**src/rtl/debounce_pkg.sv**
```systemverilog
// Shared FSM encoding and width helpers for the debounce scheduler and its tick generator.
package debounce_pkg;

  typedef enum logic [1:0] {
    ST_WAIT   = 2'd0,
    ST_SAMPLE = 2'd1,
    ST_UPDATE = 2'd2
  } state_t;

  localparam int TICK_COUNTER_W = 32;

  function automatic int ptr_width(input int channels);
    return (channels > 1) ? $clog2(channels) : 1;
  endfunction

  function automatic int count_width(input int stable_samples);
    return $clog2(stable_samples + 1);
  endfunction

endpackage

```
**src/rtl/sample_tick_gen.sv**
```systemverilog
// Programmable slow-strobe generator: one tick every CLOCK_FREQUENCY/(rate+1)+1 cycles,
// halted while rate is zero.
module sample_tick_gen
  import debounce_pkg::*;
#(
  parameter int CLOCK_FREQUENCY = 100_000_000
) (
  input  logic       i_w_clk,
  input  logic       i_w_reset,
  input  logic [7:0] i_w_rate,
  output logic       o_w_tick
);

  localparam logic [TICK_COUNTER_W-1:0] FREQ = TICK_COUNTER_W'(CLOCK_FREQUENCY);

  logic [TICK_COUNTER_W-1:0] div_s;
  logic [TICK_COUNTER_W-1:0] count_r;
  logic                      tick_r;

  // Divisor tracks the live rate, so a rate change applies to the period already in progress.
  always_comb begin
    div_s = FREQ / ({24'd0, i_w_rate} + 32'd1);
  end

  // Free-running counter with registered tick; held at zero while halted.
  always_ff @(posedge i_w_clk or negedge i_w_reset) begin
    if (!i_w_reset) begin
      count_r <= '0;
      tick_r  <= 1'b0;
    end else if (i_w_rate == 8'd0) begin
      count_r <= '0;
      tick_r  <= 1'b0;
    end else if (count_r >= div_s) begin
      count_r <= '0;
      tick_r  <= 1'b1;
    end else begin
      count_r <= count_r + 32'd1;
      tick_r  <= 1'b0;
    end
  end

  assign o_w_tick = tick_r;

endmodule

```
**src/rtl/debounce_scheduler.sv**
```systemverilog
// Round-robin multi-channel debouncer: one shared tick and one compare/update datapath
// service every channel in turn, producing clean levels and press/release strobes.
module debounce_scheduler
  import debounce_pkg::*;
#(
  parameter int CLOCK_FREQUENCY = 100_000_000,
  parameter int CHANNELS        = 4,
  parameter int STABLE_SAMPLES  = 4
) (
  input  logic                i_w_clk,
  input  logic                i_w_reset,
  input  logic [7:0]          i_w_rate,
  input  logic [CHANNELS-1:0] i_w_in,
  output logic [CHANNELS-1:0] o_w_level,
  output logic [CHANNELS-1:0] o_w_press,
  output logic [CHANNELS-1:0] o_w_release,
  output logic                o_w_tick,
  output logic                o_w_overrun
);

  localparam int PTR_W = ptr_width(CHANNELS);
  localparam int CNT_W = count_width(STABLE_SAMPLES);
  localparam logic [PTR_W-1:0] LAST_PTR = PTR_W'(CHANNELS - 1);
  localparam logic [CNT_W-1:0] LAST_CNT = CNT_W'(STABLE_SAMPLES - 1);

  logic [CHANNELS-1:0] sync1_r;
  logic [CHANNELS-1:0] sync2_r;
  logic [CHANNELS-1:0] level_r;
  logic [CHANNELS-1:0] press_r;
  logic [CHANNELS-1:0] release_r;
  logic [CNT_W-1:0]    count_r [CHANNELS];
  logic [PTR_W-1:0]    ptr_r;
  state_t              state_r;
  state_t              state_next_s;
  logic                pending_r;
  logic                overrun_r;
  logic                sample_r;
  logic                lv_r;
  logic [CNT_W-1:0]    cnt_r;
  logic                tick_s;
  logic                accept_s;

  sample_tick_gen #(
    .CLOCK_FREQUENCY(CLOCK_FREQUENCY)
  ) u_tick (
    .i_w_clk  (i_w_clk),
    .i_w_reset(i_w_reset),
    .i_w_rate (i_w_rate),
    .o_w_tick (tick_s)
  );

  // Two-flop synchronizer for the raw button inputs.
  always_ff @(posedge i_w_clk or negedge i_w_reset) begin
    if (!i_w_reset) begin
      sync1_r <= '0;
      sync2_r <= '0;
    end else begin
      sync1_r <= i_w_in;
      sync2_r <= sync1_r;
    end
  end

  // Scheduler next state; a service starts on a fresh tick or a remembered one.
  always_comb begin
    state_next_s = state_r;
    accept_s     = 1'b0;
    case (state_r)
      ST_WAIT: begin
        if (tick_s || pending_r) begin
          accept_s     = 1'b1;
          state_next_s = ST_SAMPLE;
        end else begin
          state_next_s = ST_WAIT;
        end
      end
      ST_SAMPLE: state_next_s = ST_UPDATE;
      ST_UPDATE: state_next_s = ST_WAIT;
      default:   state_next_s = ST_WAIT;
    endcase
  end

  // Scheduler state register.
  always_ff @(posedge i_w_clk or negedge i_w_reset) begin
    if (!i_w_reset) begin
      state_r <= ST_WAIT;
    end else begin
      state_r <= state_next_s;
    end
  end

  // One-deep tick memory while busy; a second busy tick is dropped and flagged.
  always_ff @(posedge i_w_clk or negedge i_w_reset) begin
    if (!i_w_reset) begin
      pending_r <= 1'b0;
      overrun_r <= 1'b0;
    end else begin
      overrun_r <= 1'b0;
      if (state_r == ST_WAIT) begin
        pending_r <= 1'b0;
      end else if (tick_s && pending_r) begin
        overrun_r <= 1'b1;
      end else if (tick_s) begin
        pending_r <= 1'b1;
      end else begin
        pending_r <= pending_r;
      end
    end
  end

  // Shared compare/update datapath: latch one channel, then apply the stability rule.
  always_ff @(posedge i_w_clk or negedge i_w_reset) begin
    if (!i_w_reset) begin
      ptr_r     <= '0;
      sample_r  <= 1'b0;
      lv_r      <= 1'b0;
      cnt_r     <= '0;
      level_r   <= '0;
      press_r   <= '0;
      release_r <= '0;
      for (int k = 0; k < CHANNELS; k++) begin
        count_r[k] <= '0;
      end
    end else begin
      press_r   <= '0;
      release_r <= '0;
      case (state_r)
        ST_SAMPLE: begin
          sample_r <= sync2_r[ptr_r];
          lv_r     <= level_r[ptr_r];
          cnt_r    <= count_r[ptr_r];
        end
        ST_UPDATE: begin
          if (sample_r == lv_r) begin
            count_r[ptr_r] <= '0;
          end else if (cnt_r == LAST_CNT) begin
            level_r[ptr_r]   <= sample_r;
            count_r[ptr_r]   <= '0;
            press_r[ptr_r]   <= sample_r;
            release_r[ptr_r] <= ~sample_r;
          end else begin
            count_r[ptr_r] <= cnt_r + CNT_W'(1);
          end
          ptr_r <= (ptr_r == LAST_PTR) ? '0 : ptr_r + PTR_W'(1);
        end
        default: begin
          ptr_r <= ptr_r;
        end
      endcase
    end
  end

  assign o_w_level   = level_r;
  assign o_w_press   = press_r;
  assign o_w_release = release_r;
  assign o_w_tick    = accept_s;
  assign o_w_overrun = overrun_r;

endmodule

```
**config.mk**
```make
export PLATFORM = sky130hd
export DESIGN_NAME = debounce_scheduler
export DESIGN_NICKNAME = d
export VERILOG_FILES = /design/src/rtl/debounce_pkg.sv /design/src/rtl/sample_tick_gen.sv /design/src/rtl/debounce_scheduler.sv
export SDC_FILE = /design/constraint.sdc
export NUM_CORES = 1
export LEC_CHECK = 0
export ABC_AREA = 1
export CAP_MARGIN = 20
export CELL_PAD_IN_SITES_DETAIL_PLACEMENT = 1
export CELL_PAD_IN_SITES_GLOBAL_PLACEMENT = 2
export CORE_ASPECT_RATIO = 0.5
export CORE_MARGIN = 2
export CORE_UTILIZATION = 39
export DETAILED_ROUTE_END_ITERATION = 8
export PLACE_DENSITY_LB_ADDON = 0.25
export SLEW_MARGIN = 20
export SYNTH_ARGS = -nofsm -noshare
export SYNTH_HDL_FRONTEND = slang
export SYNTH_SLANG_ARGS = --single-unit
```
**constraint.sdc**
```tcl
create_clock -name i_w_clk -period 6.41 [get_ports i_w_clk]
set_input_delay 1.282 -clock i_w_clk [delete_from_list [all_inputs] [get_ports i_w_clk]]
set_output_delay 1.282 -clock i_w_clk [all_outputs]
set_load 0.01 [all_outputs]
```
==> results of run 1 <==
## synth_stat cells, types with 7 or more instances
library cell	instances
o2111ai_1	15
nand2_1	1314
nand2_2	195
a211oi_1	8
buf_2	8
o21ai_1	52
nand3_2	101
o22ai_1	9
inv_2	59
xor2_1	135
clkbuf_8	10
o211ai_1	25
a21oi_1	248
nor4_1	9
ha_1	261
nand3_4	48
nor2_4	52
o21ai_2	17
o31ai_1	7
a31oi_1	14
buf_6	9
dfrtp_1	76
nand3b_1	37
xnor2_1	108
nand4_1	135
clkbuf_1	20
clkinv_1	18
o21a_1	16
nand3_1	395
buf_8	17
o21bai_1	21
nor3b_1	9
nor2_1	555
nor2_2	80
o21ai_0	276
nor3_1	59
nand2_4	102
or2_2	20
inv_1	720
nand4_2	12
## through the flow
step	area [um2]	hold WS (ns)
after floorplan	32920	0.3312
after global placement	47560	0.3387
after detailed placement	47560	0.3410
## cells by family after synthesis
logic type      share of synthesized area
flops                             0.05972
simple gates                       0.5186
compound gates                     0.1287
xor+xnor                          0.06734
fa+ha+maj                          0.1025
mux                             0.0003143
buf+inv                            0.1227
==> impl_results.md, run 1 <==
- Die width: 408.1 um
- Synth async-reset ratio: 1.000
- Stop err: [ERROR DPL-0033] detailed placement checks failed during check placement.
- I/O Buffers: 27
- Die Y-Extent: 206.1 um
- Main flop type after synthesis: dfrtp_1
- Row count: 74
- Seq/Total Area, Yosys: 0.05972
- Cells after synthesis: 5356
- TritonCTS Sinks: 76
- Netlist Area Pre-Place: 31850 um2
- Synth area leader: nand2_1
- EDFF count, synth: 0
- Top cells by area, synth: nand2_1, ha_1, inv_1, nor2_1, nand3_1
- Final Wtd Congestion: 0.9831
- Syn_nets: 5631
- Syn_area_per_cell: 5.946 um2
- Placed cells: 8268
- Initial Utilization: 0.3922
- Ports: 28
- Post-CTS Setup Inserts: 385
- CTS max path bufs: 2
- Yosys top cell area share: 0.1549
- Hold-fix buffers at CTS: 0
- Detailed placement HPWL: 139700 um
- H-tree levels: 3
- CTS root buf: clkbuf_16
- Last stage: 4_1_cts
- Yosys cell types: 70
- Synth Warn #: 0
- Flop and latch count out of synthesis: 76
- CTS buffer count: 9
- Worst slack at placement: -46.75 ns
- CTS-repair resized insts: 931
- Status: stopped before the end
==> inputs of run 2 (changes only) <==
CELL_PAD_IN_SITES_DETAIL_PLACEMENT = unset   (was 1)
CELL_PAD_IN_SITES_GLOBAL_PLACEMENT = unset   (was 2)
CORE_ASPECT_RATIO = unset   (was 0.5)
CORE_UTILIZATION = 30   (was 39)
PLACE_DENSITY_LB_ADDON = 0.15   (was 0.25)
==> impl_results.md, run 2 <==
- Worst path bufs/invs: 84
- Non-Filler Instances: 9043
- Seq/Total Area, Yosys: 0.05972
- Synth area leader: nand2_1
- Adder-cell area share of the yosys netlist: 0.1025
- Fin. max-slew vios: 0
- TritonCTS Sinks: 76
- First-pass GRT wire length: 208100 um
- Worst Hold Class: flop to flop
- Largest family of logic cells by synthesized area: simple AND/OR/NAND/NOR gates
- Final Wtd Congestion: 0.9288
- Avg Vias per Cell: 4.679
- Initial Utilization: 0.3025
- Synth async-reset ratio: 1.000
- Post-route setup slack: -38.82 ns
- Worst slew pin tran: 1.091 ns
- Commonest cells after routing, fill and taps aside: buf_4, nand2_1, inv_1
- Post-Synth XOR/XNOR Area: 0.06734
- Largest regs: u_tick.count_r x32, count_r x12
- CP delay by family, top: simple AND/OR/NAND/NOR gates
- Worst path slowest cell: ha_4
- Status: finished, violations left
- Yosys cell types: 70
- Die Area: 108800 um2
- Most frequent cell after synthesis: nand2_1
- Failing checks: setup timing
- Vias: 42310
- Worst reg-to-reg path cell count: 24
- Cells after synthesis: 5356
- Placed cells: 8552
- Slowest stage delay, CP: 0.31 ns
- DRT antenna net count: 0
- Share of cells above drive strength 1: 0.5024
- WL/cell: 14.85 um
- Residual DRC: 0
- EDFF count, synth: 0
- Main flop type after synthesis: dfrtp_1
- CTS max path bufs: 2
- Hold-fix buffers at CTS: 0
- Post-Synth Simple-Gate Area: 0.5186
- Row count: 119
- Number of setup violations in the final report: 33
- GRT Util Overall: 0.2351
- Setup Skew: 0.003973 ns
- Total congestion overflow: 0
- Ports: 28
- # fillers: 10180
- Startpoint Class: input pin
- Latest clock arrival within the worst-skew pair: 0.35 ns
- CTS tree: yes
- Crit path time final: 45.23 ns
- CTS buffer count: 9
- Largest net degree at the start of global routing: 77
- Max_cap viols: 0
- HP Start: sync1_r[3]
- Initial antenna violation count: 1
- Die Y-Extent: 329.8 um
- Top cells by area, synth: nand2_1, ha_1, inv_1, nor2_1, nand3_1
- Top post-synthesis cells by count: nand2_1, inv_1, nor2_1
- CTS root buf: clkbuf_16
- Nets@finish: 7922
- Syn_area_per_cell: 5.946 um2
- Synth Area in Compound Gates: 0.1287
- Synth-to-layout area growth: 75.90%
- WP depth: 366
- Vias in the first global route: 40570
- Max-slew headroom: 0.2727
- Mux cell area share after synthesis: 0.0003143
- Die width: 329.8 um
- I/O Buffers: 27
- H-tree levels: 3
- Detailed placement HPWL: 104200 um
- Final WL: 134300 um
- CP Capture Type: flop
- Critical Path AT: 45.50 ns
- Worst setup path start: i_w_rate[1]
- TritonRoute pass-1 iters: 6
- F_max: 0.02211 GHz
- Netlist Area Pre-Place: 31850 um2
- Initial drt markers: 2627
- Yosys top cell area share: 0.1549
- Worst R2R Start: u_tick.count_r[0]
- Largest register FFs: 32
- Clk slew on worst S/H paths: 0.07 ns
- Hold path cells: 0
- Synth Warn #: 0
- Unrepaired setup endpoints after global routing: yes
- Top cell by count, worst path: nand2_4
- Syn_nets: 5631
- Core area: 105300 um2
- Flop and latch count out of synthesis: 76
- Diode count: 0
- Fin crit share: 7.056
- Commonest non-fill, non-tap cell in the layout: buf_4
- Critical path peak fanout: 8
- Biggest register: u_tick.count_r
- Crit Path Category: input pin to flop
- Final Hold Fails: 0
- Req. time, crit path: 6.68 ns
==> run 2: cell counts after synthesis <==
No cell type changed its count.
==> run 2: cell type report <==
| class | instances | area (um2) | area share |
|---|---|---|---|
| clock buffer | 9 | 225.2 | 0.004020 |
| multi-input combinational | 4394 | 30740 | 0.5487 |
| sequential | 76 | 1902 | 0.03395 |
| inverter | 812 | 3293 | 0.05879 |
| timing repair buffer | 2347 | 18010 | 0.3215 |
| tap | 1391 | 1740 | 0.03107 |
| clock inverter | 7 | 63.81 | 0.001139 |
| timing repair inverter | 7 | 48.80 | 0.0008711 |
==> run 2: kinds of logic (layout without fill, tap and decap cells) <==
logic type	Yosys count	in the layout
AOI/OAI and AO/OA	731	731
xor gates and xnor gates	244	244
DFF	76	76
adders and majority gates	261	261
muxes	1	1
buffers and inverters	891	3182
and+or+nand+nor	3152	3157
==> run 2: layer usage <==
metal | vias to the layer above | track usage | share of wire
met1 | 19360 | 0.3190 | 0.47
li1 | 22080 | - | -
met4 | 2 | 0.05168 | 0.024
met5 | - | 0 | 0.000097
met3 | 181 | 0.02018 | 0.032
met2 | 688 | 0.4027 | 0.47
==> run 2: what timing repair did <==
item | 4_1_cts | 5_1_grt
endpoints found under the hold margin | 0 | 0
resized for setup | 636 | 407
gates cloned | 13 | 5
pin swaps | 340 | 280
setup endpoints to repair | 33 | 33
setup buffers | 354 | 105
==> run 2: worst paths after layout <==
path | to | slack (ns)
max | u_tick.count_r[9] | -38.82
max reg2reg | u_tick.count_r[30] | 1.91
max in group asynchronous | u_tick.count_r[26] | 4.94
min | sync2_r[3] | 0.35
min reg2reg | sync2_r[3] | 0.35
min in group asynchronous | o_w_press[0] | 0.96
==> run 2: worst register-to-register path, stage by stage, from the launching register on <==
cell     delay, ns
dfrtp_1       0.45
ha_1          0.21
nand3_1       0.14
nor2_1        0.23
nand2_1       0.08
nor2_1        0.14
nand2_1       0.11
nor2_1        0.18
inv_1         0.08
nor4_1        0.44
nand2_1       0.10
nor2_1        0.22
nand4_1       0.17
nor2_1        0.25
nand2_1       0.08
nor2_1        0.24
nand2_1       0.08
nor2_1        0.22
nand2_1       0.11
nor3_1        0.27
nand2_1       0.10
inv_1         0.11
nand3_1       0.11
o21ai_0       0.16
nor3b_2       0.17
==> run 2: metrics by stage <==
stage | util | hold WS (ns) | worst slack [ns] | TNS (ns) | cell area (um2)
floorplan | - | 0.3312 | -42.82 | -1410.87 | 32920
global placement | 0.4547 | 0.3344 | -41.72 | -1374.83 | 47860
detailed placement | 0.4547 | 0.3379 | -43.01 | -1416.93 | 47860
CTS | 0.5056 | 0.3533 | -37.91 | -1249.24 | 53230
global route | 0.5322 | 0.3638 | -41.67 | -1371.75 | 56020
finish | 0.5322 | 0.3520 | -38.82 | -1278.50 | 56020
Power of run 2 is not shown: default switching activity piles up to over one toggle a cycle in this logic, so the estimate is an artifact.
